--- config.mk ---
export PLATFORM = sky130hd
export DESIGN_NAME = lsu_access_ctrl
export DESIGN_NICKNAME = d
export VERILOG_FILES = /design/src/rtl/lsu_pkg.sv /design/src/rtl/lsu_load_extend.sv /design/src/rtl/lsu_access_ctrl.sv
export SDC_FILE = /design/constraint.sdc
export NUM_CORES = 1
export LEC_CHECK = 0
export ABC_AREA = 1
export CORE_AREA = 5 5 138 140
export DETAILED_ROUTE_END_ITERATION = 8
export DIE_AREA = 0 0 143 145
export GPL_TIMING_DRIVEN = 0
export PLACE_DENSITY = 0.74
export RECOVER_POWER = 100
export SYNTH_ARGS = -nofsm -noshare
export SYNTH_HDL_FRONTEND = slang
export SYNTH_SLANG_ARGS = --single-unit
--- constraint.sdc ---
create_clock -name clk -period 4.1 [get_ports clk]
set_input_delay 0.41 -clock clk [delete_from_list [all_inputs] [get_ports clk]]
set_output_delay 0.41 -clock clk [all_outputs]
set_load 0.05 [all_outputs]
--- src/rtl/lsu_pkg.sv ---
// Shared types, funct3 encodings and request classification for the load/store access controller.
package lsu_pkg;

  typedef enum logic [1:0] {IDLE, ACCESS, RESP} lsu_state_e;

  localparam logic [2:0] FUNCT3_LB  = 3'b000;
  localparam logic [2:0] FUNCT3_LH  = 3'b001;
  localparam logic [2:0] FUNCT3_LW  = 3'b010;
  localparam logic [2:0] FUNCT3_LBU = 3'b100;
  localparam logic [2:0] FUNCT3_LHU = 3'b101;
  localparam logic [2:0] FUNCT3_SB  = 3'b000;
  localparam logic [2:0] FUNCT3_SH  = 3'b001;
  localparam logic [2:0] FUNCT3_SW  = 3'b010;

  // Only the two low address bits matter for halfword/word alignment.
  function automatic logic is_misaligned(input logic [1:0] addr, input logic [2:0] funct3);
    case (funct3[1:0])
      2'b01:   return addr[0];
      2'b10:   return addr != 2'b00;
      default: return 1'b0;
    endcase
  endfunction

  function automatic logic is_legal(input logic we, input logic [2:0] funct3);
    if (we) return funct3 == FUNCT3_SB || funct3 == FUNCT3_SH || funct3 == FUNCT3_SW;
    return funct3 == FUNCT3_LB || funct3 == FUNCT3_LH || funct3 == FUNCT3_LW ||
           funct3 == FUNCT3_LBU || funct3 == FUNCT3_LHU;
  endfunction

endpackage

--- src/rtl/lsu_load_extend.sv ---
// Sign/zero extension of byte-assembled load data according to the original load funct3.
module lsu_load_extend
  import lsu_pkg::*;
(
  input  logic [31:0] data_i,
  input  logic [2:0]  funct3_i,
  output logic [31:0] data_o
);

  always_comb begin
    data_o = data_i;
    case (funct3_i)
      FUNCT3_LB:  data_o = {{24{data_i[7]}}, data_i[7:0]};
      FUNCT3_LH:  data_o = {{16{data_i[15]}}, data_i[15:0]};
      FUNCT3_LBU: data_o = {24'b0, data_i[7:0]};
      FUNCT3_LHU: data_o = {16'b0, data_i[15:0]};
      default:    data_o = data_i;
    endcase
  end

endmodule

--- src/rtl/lsu_access_ctrl.sv ---
// Load/store access controller: one request at a time, aligned accesses in one memory cycle,
// misaligned halfword/word accesses optionally split into sequential byte operations.
module lsu_access_ctrl
  import lsu_pkg::*;
#(
  parameter int AWIDTH           = 32,
  parameter int DWIDTH           = 32,
  parameter bit SPLIT_MISALIGNED = 1'b1
) (
  input  logic              clk,
  input  logic              rst,
  input  logic              req_valid_i,
  output logic              req_ready_o,
  input  logic              req_we_i,
  input  logic [AWIDTH-1:0] req_addr_i,
  input  logic [DWIDTH-1:0] req_wdata_i,
  input  logic [2:0]        req_funct3_i,
  output logic              rsp_valid_o,
  input  logic              rsp_ready_i,
  output logic [DWIDTH-1:0] rsp_rdata_o,
  output logic              rsp_err_o,
  output logic [AWIDTH-1:0] mem_addr_o,
  output logic [DWIDTH-1:0] mem_data_o,
  output logic              mem_read_en_o,
  output logic              mem_write_en_o,
  output logic [2:0]        mem_funct3_o,
  input  logic [DWIDTH-1:0] mem_data_i
);

  lsu_state_e        state_q, state_d;
  logic              we_q, we_d, split_q, split_d, err_q, err_d;
  logic [AWIDTH-1:0] addr_q, addr_d;
  logic [DWIDTH-1:0] wdata_q, wdata_d, rdata_q, rdata_d, buf_q, buf_d;
  logic [2:0]        f3_q, f3_d;
  logic [1:0]        k_q, k_d, last_k;
  logic [DWIDTH-1:0] asm_data, ext_data;
  logic              in_acc;

  assign in_acc = state_q == ACCESS;
  assign last_k = (f3_q[1:0] == 2'b01) ? 2'd1 : 2'd3;

  // Byte buffer with the byte arriving this cycle already merged in, so the
  // final byte can be extended and captured on the same edge.
  always_comb begin
    asm_data = buf_q;
    asm_data[{k_q, 3'b000} +: 8] = mem_data_i[7:0];
  end

  lsu_load_extend u_ext (
    .data_i   (asm_data),
    .funct3_i (f3_q),
    .data_o   (ext_data)
  );

  always_comb begin
    state_d = state_q;
    we_d    = we_q;
    split_d = split_q;
    err_d   = err_q;
    addr_d  = addr_q;
    wdata_d = wdata_q;
    rdata_d = rdata_q;
    buf_d   = buf_q;
    f3_d    = f3_q;
    k_d     = k_q;
    case (state_q)
      IDLE: if (req_valid_i) begin
        we_d    = req_we_i;
        addr_d  = req_addr_i;
        wdata_d = req_wdata_i;
        f3_d    = req_funct3_i;
        rdata_d = '0;
        buf_d   = '0;
        k_d     = 2'd0;
        split_d = is_misaligned(req_addr_i[1:0], req_funct3_i);
        err_d   = !is_legal(req_we_i, req_funct3_i) ||
                  (is_misaligned(req_addr_i[1:0], req_funct3_i) && !SPLIT_MISALIGNED);
        state_d = err_d ? RESP : ACCESS;
      end
      ACCESS: if (!split_q) begin
        if (!we_q) rdata_d = mem_data_i;
        state_d = RESP;
      end else begin
        buf_d = asm_data;
        k_d   = k_q + 2'd1;
        if (k_q == last_k) begin
          if (!we_q) rdata_d = ext_data;
          state_d = RESP;
        end
      end
      RESP: if (rsp_ready_i) state_d = IDLE;
      default: state_d = IDLE;
    endcase
  end

  always_ff @(posedge clk) begin
    if (rst) begin
      state_q <= IDLE;
      we_q    <= 1'b0;
      split_q <= 1'b0;
      err_q   <= 1'b0;
      addr_q  <= '0;
      wdata_q <= '0;
      rdata_q <= '0;
      buf_q   <= '0;
      f3_q    <= 3'b000;
      k_q     <= 2'd0;
    end else begin
      state_q <= state_d;
      we_q    <= we_d;
      split_q <= split_d;
      err_q   <= err_d;
      addr_q  <= addr_d;
      wdata_q <= wdata_d;
      rdata_q <= rdata_d;
      buf_q   <= buf_d;
      f3_q    <= f3_d;
      k_q     <= k_d;
    end
  end

  assign req_ready_o = state_q == IDLE;
  assign rsp_valid_o = state_q == RESP;
  assign rsp_rdata_o = rdata_q;
  assign rsp_err_o   = err_q;

  // Enables are gated by reset so an aborted access never writes in the reset cycle.
  assign mem_read_en_o  = in_acc && !we_q && !rst;
  assign mem_write_en_o = in_acc && we_q && !rst;
  assign mem_addr_o     = in_acc ? addr_q + (split_q ? AWIDTH'(k_q) : '0) : '0;
  assign mem_funct3_o   = !in_acc ? 3'b000 : (!split_q ? f3_q : (we_q ? FUNCT3_SB : FUNCT3_LBU));
  assign mem_data_o     = !in_acc ? '0 :
                          (split_q ? {{(DWIDTH-8){1'b0}}, wdata_q[{k_q, 3'b000} +: 8]} : wdata_q);

endmodule
==> impl_metrics.tcl, run 1 <==
set metrics [dict create \
    status "complete, no violations" \
    postSynth.topFlopCell "dfxtp_1" \
    cts_max_level 4 \
    drt-wirelength-per-cell_um 16.9 \
    antenna-diode-count 0 \
    grt_start_max_net_pins 20 \
    post-route-period-util_pct 97.0 \
    finalSetupViolations 0 \
    hold_path_depth 2 \
    netlist.top_cell.by_area "dfxtp_1" \
    number_of_global_route_vias_before_repair 8616 \
    insertion_delay_ns 0.43 \
    ys_seq_elements 138 \
    synth_area_sq_um 7820 \
    drt_first_iter_violations 836 \
    antenna_violations_before_repair 2 \
    placed_area_sq_um 10200 \
    grt.met1_usage_pct 35.1 \
    post-synth-top-area-fraction_pct 35.3 \
    final_antenna_net_count 0 \
    timing.critical_path.cells "buf_4 > buf_2 > clkbuf_4 > nand2_1 > inv_1 > ha_1 > fa_1 > nand3_1 > inv_1 > nand3_1 > nor2_1 > nand2_1 > xor2_1 > nor2_1 > clkdlybuf4s15_1" \
    power.ir.vdd_worst_mv 0.327 \
    seq_area_frac_synth_pct 35.3 \
    highest_achievable_clock_rate_mhz 251 \
    final-max-slew-violation-count 0 \
    hp-start "rst" \
    dp_hpwl_mm 22.3 \
    worst-endpoint-required_ns 3.69 \
    worst_r2r_endpoint "rsp_rdata_o[22]" \
    globalRoute.busiestLayer "met2" \
    num_vias 8920 \
    rsz_0062_raised_after_global_routing "false" \
    critical_path_cell_count 15 \
    p_leak_nw 4.29 \
    yosysWarnings 0 \
    grtUsageMet3_pct 6.98 \
    synth_enable_flop_cells 0 \
    synth.top_cells.by_area "dfxtp_1 35%, nand2_1 15%, nor2_1 11%" \
    placement_rows 49 \
    criticalPathCategory "reg -> out" \
    firstDrtPassIters 6 \
    initial_utilization_pct 44.1 \
    fill_cells 1757 \
    path_buf_inv 6 \
    vias_per_cell 5.25 \
    clk_pin_slew_worst_paths_ns 0.05 \
    arrival_time_of_the_worst_setup_path_ns 3.57 \
    grtUsageMet2_pct 45.0 \
    tritoncts_buffer_count 17 \
    worst-path-max-fanout 19 \
    core_region_area_sq_um 17700 \
    cts_tree "done" \
    post_route_cells_drive_above_1_share_pct 5.99 \
    finalWeightedCongestion 0.930 \
    synth_area_per_cell_sq_um 6.33 \
    yosysUniqueCellTypes 38 \
    hold_violations 0 \
    final_period_minus_worst_setup_slack_ns 3.98 \
    grt_first_pass_wirelength_mm 45.0 \
    crit_path_start_kind "register" \
    tightest_slew_ns 1.07 \
    post_route_cell_area_sq_um 10600 \
    wl_mm 28.6 \
    post_synth_inst_count 1235 \
    design.portCount 208 \
    hold_slack_ns 0.371 \
    holdCritPathClass "in -> reg" \
    cap_violations 0 \
    worstReg2RegStart "k_q[0]" \
    clock-skew-final_ns 0.0103 \
    post-cts-setup-buffers 0 \
    fp.dieH_um 145 \
    cts.hold.buffers_added 0 \
    maxSlewHeadroom_pct 28.3 \
    grt_use_total_pct 27.3 \
    async_reset_ff_share_pct 0 \
    power_per_cell_area_nw_per_um2 395 \
    layout-area-overhead-vs-synth_pct 35.3 \
    critical-path-top-delay-family "buffers and inverters" \
    rrSetupSlack_ns 0.68 \
    dieWidth_um 143 \
    worst_hold_path_ep "k_q[1]" \
    cts-root-to-sink-buffers 2 \
    clkSinkCount 138 \
    yosysMostFrequentCell "nand2_1" \
    globalRouteOverflowTotal 0 \
    slowest_delay_ns 0.52 \
    floorplan.die_area_sq_um 20700 \
    crit_slowest_cell "clkdlybuf4s15_1" \
    worstRegToRegCells 13 \
    drc 0 \
    cts-root-buf "clkbuf_16" \
    synth_nets 1350 \
    finalNetCount 1573 \
    timing.critical_path.to_type "primary output" \
    placement.io_buffers 206 \
    netlist_top_cells_count "310 x nand2_1, 235 x nor2_1, 138 x dfxtp_1" \
]
-- metal layers --
layer / up-vias / routed length, um / part of all wire, %
met5: - / 34 / 0.12
met4: 4 / 625 / 2.2
met3: 51 / 2740 / 9.6
met2: 403 / 13300 / 47
met1: 4050 / 11900 / 42
li1: 4412 / - / -
-- registers in the layout, summed over array words and instances (netlist names) --
| register | flops |
|---|---|
| addr_q | 32 |
| buf_q | 32 |
| f3_q | 3 |
| k_q | 2 |
| rsp_err_o | 1 |
| rsp_rdata_o | 32 |
| split_q | 1 |
| state_q | 2 |
| wdata_q | 32 |
| we_q | 1 |
-- kinds of logic (layout without fill, tap and decap cells) --
kind of cell    count (synthesis)  in the layout  synth area share [%]
simple gates                  623            623                  32.4
flops                         138            138                  35.3
buf+inv                       179            413                  9.93
compound gates                270            270                  19.0
xor+xnor                       14             14                  1.57
fa+ha+maj                      11             11                  1.86
-- worst max-delay path by stage --
stage / startpoint / to / slack, ns
2_1_floorplan: split_q / mem_addr_o[10] / 0.68
5_1_grt: k_q[1] / mem_addr_o[15] / 0.008
3_5_place_dp: split_q / mem_addr_o[22] / -0.14
3_3_place_gp: split_q / mem_addr_o[22] / -0.15
4_1_cts: split_q / mem_addr_o[8] / 0.005
6_report: split_q / mem_addr_o[30] / 0.12
-- cells in the final DEF, fill, tap and decap left out, drive strengths merged, types with 5 or more instances in the layout --
master and n:
nand2 315, nor2 244, dfxtp 138, o21ai 125, clkdlybuf4s50 105, inv 105
a21oi 97, clkbuf 83, dlygate4sd3 77, nand3 43, o211ai 32, buf 27
nor3 14, a31oi 10, xor2 10, ha 10, nand4 6, clkinvlp 5
-- worst register-to-register path: stages (launching register included) --
cell      delay, ns
dfxtp_1        0.42
buf_2          0.42
inv_1          0.15
ha_1           0.38
nor2_1         0.46
nand2_1        0.12
nand2_1        0.11
nand2_1        0.21
nand3_1        0.32
clkbuf_1       0.35
nand2_1        0.09
nand2_1        0.13
nand2_1        0.06
a21oi_1        0.12
-- through the flow --
stage / utilization (%) / power [mW] / setup TNS, ns / setup WS, ns / instances
2_1_floorplan: - / 2.22 / 0 / 0.682 / 1235
3_3_place_gp: 57.4 / 2.61 / -0.531 / -0.146 / 1670
3_5_place_dp: 57.4 / 2.62 / -0.419 / -0.142 / 1670
4_1_cts: 60.7 / 4.22 / 0 / 0.00504 / 1698
5_1_grt: 59.7 / 4.36 / 0 / 0.00797 / 1698
6_report: 59.7 / 4.18 / 0 / 0.122 / 1698
-- final cells by class --
class	instances	area [sq um]	share of cell area (%)
multi-input combinational	918	4230	40.0
timing repair buffer	206	1940	18.3
clock inverter	12	176	1.67
sequential	138	2760	26.1
inverter	105	407	3.84
clock buffer	18	429	4.05
buffer	72	349	3.30
tap	229	287	2.71
-- where the power goes --
part	switching, mW	internal [mW]
logic	0.671	0.343
registers	0.0861	1.46
clock network	0.606	1.01
-- repair_timing --
item | 4_1_cts | 5_1_grt
pin swaps | 0 | 0
setup endpoints to repair | 27 | 27
resized for setup | 10 | 28
No activity file was read; power rests on OpenSTA's default activity.
==> run 2, diff against run 1 <==
--- a/config.mk
+++ b/config.mk
@@ -6,11 +6,13 @@
 export NUM_CORES = 1
 export LEC_CHECK = 0
 export ABC_AREA = 1
-export CORE_AREA = 5 5 138 140
+export CELL_PAD_IN_SITES_DETAIL_PLACEMENT = 1
+export CELL_PAD_IN_SITES_GLOBAL_PLACEMENT = 1
+export CORE_AREA = 5 5 154 156
 export DETAILED_ROUTE_END_ITERATION = 8
-export DIE_AREA = 0 0 143 145
+export DIE_AREA = 0 0 159 161
 export GPL_TIMING_DRIVEN = 0
-export PLACE_DENSITY = 0.74
+export PLACE_DENSITY_LB_ADDON = 0.1
 export RECOVER_POWER = 100
 export SYNTH_ARGS = -nofsm -noshare
 export SYNTH_HDL_FRONTEND = slang
==> impl_metrics.tcl, run 2 (synthesis results as in run 1) <==
set metrics [dict create \
    drc 0 \
    placement_rows 55 \
    cts-root-to-sink-buffers 2 \
    leading_cell_type_in_the_layout_fill_and_taps_excluded "nand2_1" \
    timing.critical_path.cells "buf_4 > buf_2 > buf_6 > nand2_1 > inv_1 > ha_1 > fa_1 > nand3_2 > inv_1 > nand3_1 > o21ai_0 > a21oi_1 > dlygate4sd3_1" \
    tightest_slew_ns 0.705 \
    post_route_cells_drive_above_1_share_pct 5.85 \
    rrSetupSlack_ns 0.50 \
    holdCritPathClass "in -> reg" \
    placed_area_sq_um 10200 \
    fin_total_pwr_mw 4.19 \
    power.ir.vdd_worst_mv 0.222 \
    clock-skew-final_ns 0.0103 \
    worst-endpoint-required_ns 3.69 \
    sw_frac_of_total_pct 33.5 \
    cap_violations 0 \
    cts_max_level 4 \
    instances_no_fill 1755 \
    fill_cells 2971 \
    pwr-share-seq_pct 36.9 \
    place_worst_setup_slack_ns -0.302 \
    vias_per_cell 5.04 \
    final_core_area_utilization_pct 48.3 \
    floorplan.die_area_sq_um 25600 \
    antenna_violations_before_repair 0 \
    power_per_cell_area_nw_per_um2 391 \
    layout-area-overhead-vs-synth_pct 37.1 \
    clkSinkCount 138 \
    criticalPathCategory "reg -> out" \
    part_of_the_power_in_the_clock_network_pct 38.5 \
    cts_tree "done" \
    worstRegToRegCells 13 \
    firstDrtPassIters 7 \
    hp-start "rst" \
    timing.critical_path.to_type "primary output" \
    grt_start_max_net_pins 20 \
    hold_path_depth 2 \
    finalNetCount 1572 \
    num_vias 8852 \
    cts-root-buf "clkbuf_16" \
    wl_mm 31.9 \
    final-seq-area_sq_um 2760 \
    final_antenna_net_count 0 \
    insertion_delay_ns 0.43 \
    comb_power_share_pct 24.6 \
    cpMostUsedCell "inv_1" \
    grt_use_total_pct 24.4 \
    arrival_time_of_the_worst_setup_path_ns 3.50 \
    tritoncts_buffer_count 17 \
    globalRouteOverflowTotal 0 \
    maxSlewHeadroom_pct 53.0 \
    initial_utilization_pct 35.2 \
    number_of_global_route_vias_before_repair 9338 \
    final-max-slew-violation-count 0 \
    grt_first_pass_wirelength_mm 50.3 \
    total_switching_power_mw 1.40 \
    fp.dieH_um 161 \
    worst-path-max-fanout 19 \
    status "complete, no violations" \
    post-cts-setup-buffers 0 \
    worst_r2r_endpoint "rsp_rdata_o[26]" \
    multi_input_comb_area_sq_um 4250 \
    dieWidth_um 159 \
    final_period_minus_worst_setup_slack_ns 3.91 \
    mostFrequentLayoutCells "311 x nand2_1, 237 x nor2_1, 138 x dfxtp_1, 120 x o21ai_0, 107 x clkdlybuf4s50_1" \
    rsz_0062_raised_after_global_routing "false" \
    fin_ws_ns 0.191 \
    drt-wirelength-per-cell_um 18.2 \
    hold_violations 0 \
    crit_path_start_kind "register" \
    post_route_cell_area_sq_um 10700 \
    core_region_area_sq_um 22200 \
    dp_hpwl_mm 24.7 \
    p_leak_nw 4.38 \
    place_inst 1726 \
    design.portCount 208 \
    highest_achievable_clock_rate_mhz 256 \
    finalSetupViolations 0 \
    finalWeightedCongestion 0.857 \
    worstReg2RegStart "k_q[0]" \
    worst_hold_path_ep "buf_q[1]" \
    post-route-period-util_pct 95.3 \
    power.internal_mw 2.79 \
    slowest_delay_ns 0.89 \
    clk_pin_slew_worst_paths_ns 0.06 \
    drt_first_iter_violations 323 \
    placement.io_buffers 206 \
    crit_slowest_cell "dlygate4sd3_1" \
]
[run 2: timing repair]
action | CTS | global route
setup endpoints to repair | 29 | 19
gates resized for setup | 11 | 17
hold buffers | 0 | 0
[run 2: cell type report]
class,count,share of cell area [%]
Timing Repair Buffer,206,18.6
Clock buffer,20,4.26
Clock inverter,11,1.36
Antenna cell,1,0.0233
Buffer,71,3.25
Tap cell,285,3.32
Multi-Input combinational cell,918,39.6
Inverter,105,3.79
Sequential cell,138,25.8
[run 2: power groups by stage]
stage                     combinational [mW]  clock (mW)  sequential, mW
final                                   1.03        1.61            1.55
after global placement                  1.05           0            1.58
after global routing                    1.13        1.68            1.56
after CTS                               1.07        1.63            1.55
after detailed placement                1.07           0            1.58
after floorplan                        0.517           0            1.70
[run 2: critical path: cells and delay by family (launching register included)]
kind            cells  cell delay [ns]
compound gates      2             0.24
simple gates        3             0.34
flops               1             0.30
buf+inv             6             1.54
fa+ha+maj           2             0.64
[run 2: through the flow]
step                      hold slack, ns  TNS [ns]
after CTS                          0.352         0
after global routing               0.379         0
after global placement             0.449     -1.23
final                              0.364         0
after floorplan                    0.440         0
after detailed placement           0.456     -1.83
[run 2: how the worst max path moves through the flow]
stage	start	to	slack, ns	depth (start not counted)
finish	split_q	mem_addr_o[6]	0.19	13
global placement	split_q	mem_addr_o[22]	-0.24	17
global route	split_q	mem_addr_o[28]	0.007	13
detailed placement	split_q	mem_addr_o[22]	-0.30	17
CTS	split_q	mem_addr_o[13]	0.0002	15
floorplan	split_q	mem_addr_o[10]	0.68	15
[run 2: routing by layer]
| layer | vias to the layer above | routed length, um | global-route usage [%] |
|---|---|---|---|
| met4 | 0 | 864 | 7.91 |
| met3 | 57 | 1570 | 5.21 |
| met1 | 4159 | 13500 | 29.0 |
| met2 | 221 | 16000 | 44.0 |
| li1 | 4415 | - | - |
| met5 | - | 0 | 0 |
==> run 3, diff against run 2 <==
--- a/config.mk
+++ b/config.mk
@@ -8,10 +8,11 @@
 export ABC_AREA = 1
 export CELL_PAD_IN_SITES_DETAIL_PLACEMENT = 1
 export CELL_PAD_IN_SITES_GLOBAL_PLACEMENT = 1
-export CORE_AREA = 5 5 154 156
+export CORE_AREA = 5 5 168 170
 export DETAILED_ROUTE_END_ITERATION = 8
-export DIE_AREA = 0 0 159 161
+export DIE_AREA = 0 0 173 175
 export GPL_TIMING_DRIVEN = 0
+export MAX_ROUTING_LAYER = met4
 export PLACE_DENSITY_LB_ADDON = 0.1
 export RECOVER_POWER = 100
 export SYNTH_ARGS = -nofsm -noshare
==> constraint.sdc (replaced) <==
create_clock -name clk -period 3.2 [get_ports clk]
set_input_delay 0.32 -clock clk [delete_from_list [all_inputs] [get_ports clk]]
set_output_delay 0.32 -clock clk [all_outputs]
set_load 0.05 [all_outputs]
==> impl_metrics.tcl, run 3 (synthesis results as in run 1) <==
set metrics [dict create \
    status "complete, no violations" \
    finalNetCount 1578 \
    num_vias 8749 \
    cts_max_level 4 \
    drc 0 \
    post_route_cells_drive_above_1_share_pct 10.0 \
    path_buf_inv 4 \
    timing.critical_path.cells "buf_6 > buf_12 > nand2_2 > inv_2 > ha_1 > nand2_1 > o21ai_2 > nand2_1 > nor2_2 > xnor2_1 > nor2_1 > clkdlybuf4s15_2" \
    number_of_global_route_vias_before_repair 9020 \
    clock-skew-final_ns 0.0133 \
    tightest_slew_ns 0.699 \
    cts_tree "done" \
    hold_slack_ns 0.284 \
    grt_use_total_pct 22.2 \
    insertion_delay_ns 0.44 \
    place_inst 1782 \
    total_switching_power_mw 1.85 \
    dieWidth_um 173 \
    instances_no_fill 1822 \
    cap_violations 0 \
    timing.critical_path.to_type "primary output" \
    grtUsageMet2_pct 37.8 \
    critical-path-top-delay-family "buffers and inverters" \
    placement_rows 60 \
    worst-endpoint-required_ns 2.88 \
    final_antenna_net_count 0 \
    leading_cell_type_in_the_layout_fill_and_taps_excluded "nand2_1" \
    post-route-period-util_pct 95.9 \
    dp_hpwl_mm 25.7 \
    placement.io_buffers 206 \
    placed_area_sq_um 10300 \
    clk_pin_slew_worst_paths_ns 0.07 \
    arrival_time_of_the_worst_setup_path_ns 2.75 \
    finalWeightedCongestion 0.863 \
    cts.hold.buffers_added 0 \
    setup-tns-final_ns 0 \
    cpMostUsedCell "nand2_1" \
    grt_first_pass_wirelength_mm 51.4 \
    globalRoute.busiestLayer "met2" \
    power_per_cell_area_nw_per_um2 501 \
    tritoncts_buffer_count 17 \
    grtUsageMet3_pct 5.17 \
    wl_mm 33.2 \
    worst-path-max-fanout 11 \
    drt_first_iter_violations 330 \
    crit_path_start_kind "register" \
    slowest_delay_ns 0.41 \
    crit_slowest_cell "clkdlybuf4s15_2" \
    p_leak_nw 4.36 \
    comb_power_share_pct 24.4 \
    grt_start_max_net_pins 19 \
    floorplan.die_area_sq_um 30300 \
    finalSetupViolations 0 \
    drt-wirelength-per-cell_um 18.2 \
    antenna_violations_before_repair 4 \
    initial_utilization_pct 29.4 \
    part_of_the_power_in_the_clock_network_pct 39.3 \
    core_region_area_sq_um 26600 \
    grt.met1_usage_pct 26.8 \
    highest_achievable_clock_rate_mhz 326 \
    design.portCount 208 \
    fin_total_pwr_mw 5.48 \
    rrSetupSlack_ns 0.18 \
    mostFrequentLayoutCells "307 x nand2_1, 228 x nor2_1, 137 x dfxtp_1, 120 x o21ai_0, 111 x clkdlybuf4s50_1" \
    globalRouteOverflowTotal 0 \
    holdCritPathClass "in -> reg" \
    layout-area-overhead-vs-synth_pct 39.9 \
    cts-root-to-sink-buffers 2 \
    power.ir.vdd_worst_mv 0.277 \
    sw_frac_of_total_pct 33.8 \
    hold_violations 0 \
    pwr-share-seq_pct 36.3 \
    cts-root-buf "clkbuf_16" \
    power.internal_mw 3.63 \
    maxSlewHeadroom_pct 53.4 \
    firstDrtPassIters 4 \
    vias_per_cell 4.80 \
    post_route_cell_area_sq_um 10900 \
    final_period_minus_worst_setup_slack_ns 3.07 \
    final-max-slew-violation-count 0 \
    clkSinkCount 138 \
    fp.dieH_um 175 \
    criticalPathCategory "reg -> out" \
]
-- run 3: cell types whose count changed in the layout (fill, tap and decap cells not counted), sizes merged, moves of 4 or more --
cell           delta
dlygate4sd3      -38
clkbuf           +15
buf              +12
dlygate4sd2       +6
clkdlybuf4s15     +5
clkdlybuf4s50     +4
diode             +4
-- run 3: per-layer routing --
| layer | wire length, um | up-vias |
|---|---|---|
| met5 | 0 | - |
| met2 | 16500 | 212 |
| met1 | 14500 | 4076 |
| li1 | - | 4427 |
| met4 | 595 | 0 |
| met3 | 1620 | 34 |
-- run 3: path summary, 6_finish.rpt --
path             start              end  depth (start not counted)
max            split_q   mem_addr_o[15]                         12
min                rst         buf_q[1]                          2
max reg2reg     k_q[0]  rsp_rdata_o[27]                         13
min reg2reg  buf_q[26]        buf_q[26]                          2
-- run 3: cell type report --
type / count / area, sq um
sequential: 138 / 2770
clock buffer: 18 / 429
antenna: 5 / 12.5
inverter: 105 / 409
timing repair buffer: 213 / 1960
tap: 341 / 427
fill: 3449 / 15600
buffer: 70 / 375
clock inverter: 14 / 198
multi-input combinational: 918 / 4370
-- run 3: power groups by stage --
stage	clock (mW)	sequential (mW)	combinational, mW
global route	2.28	2.01	1.47
detailed placement	0	2.03	1.38
floorplan	0	2.18	0.664
finish	2.16	1.99	1.34
CTS	2.20	1.99	1.39
global placement	0	2.02	1.36
-- run 3: repair_timing --
action                                  in CTS  in global routing
resized for setup                          167                 41
endpoints found under the setup margin      53                 43
pin swaps                                    2                  8
buffers inserted                             2                  5
-- run 3: worst register-to-register path: cells and delay by family (launching register included) --
family                   cells  cell delay, ns
flip-flops                   1            0.37
adder cells (fa/ha/maj)      1            0.37
AND/OR/NAND/NOR              9            1.72
buffers and inverters        3            0.50
-- run 3: through the flow --
stage	setup WS, ns	util [%]
floorplan	-0.0142	-
global placement	-1.16	38.9
global route	-0.0117	41.2
finish	0.132	41.2
CTS	0.00305	41.3
detailed placement	-1.17	38.9
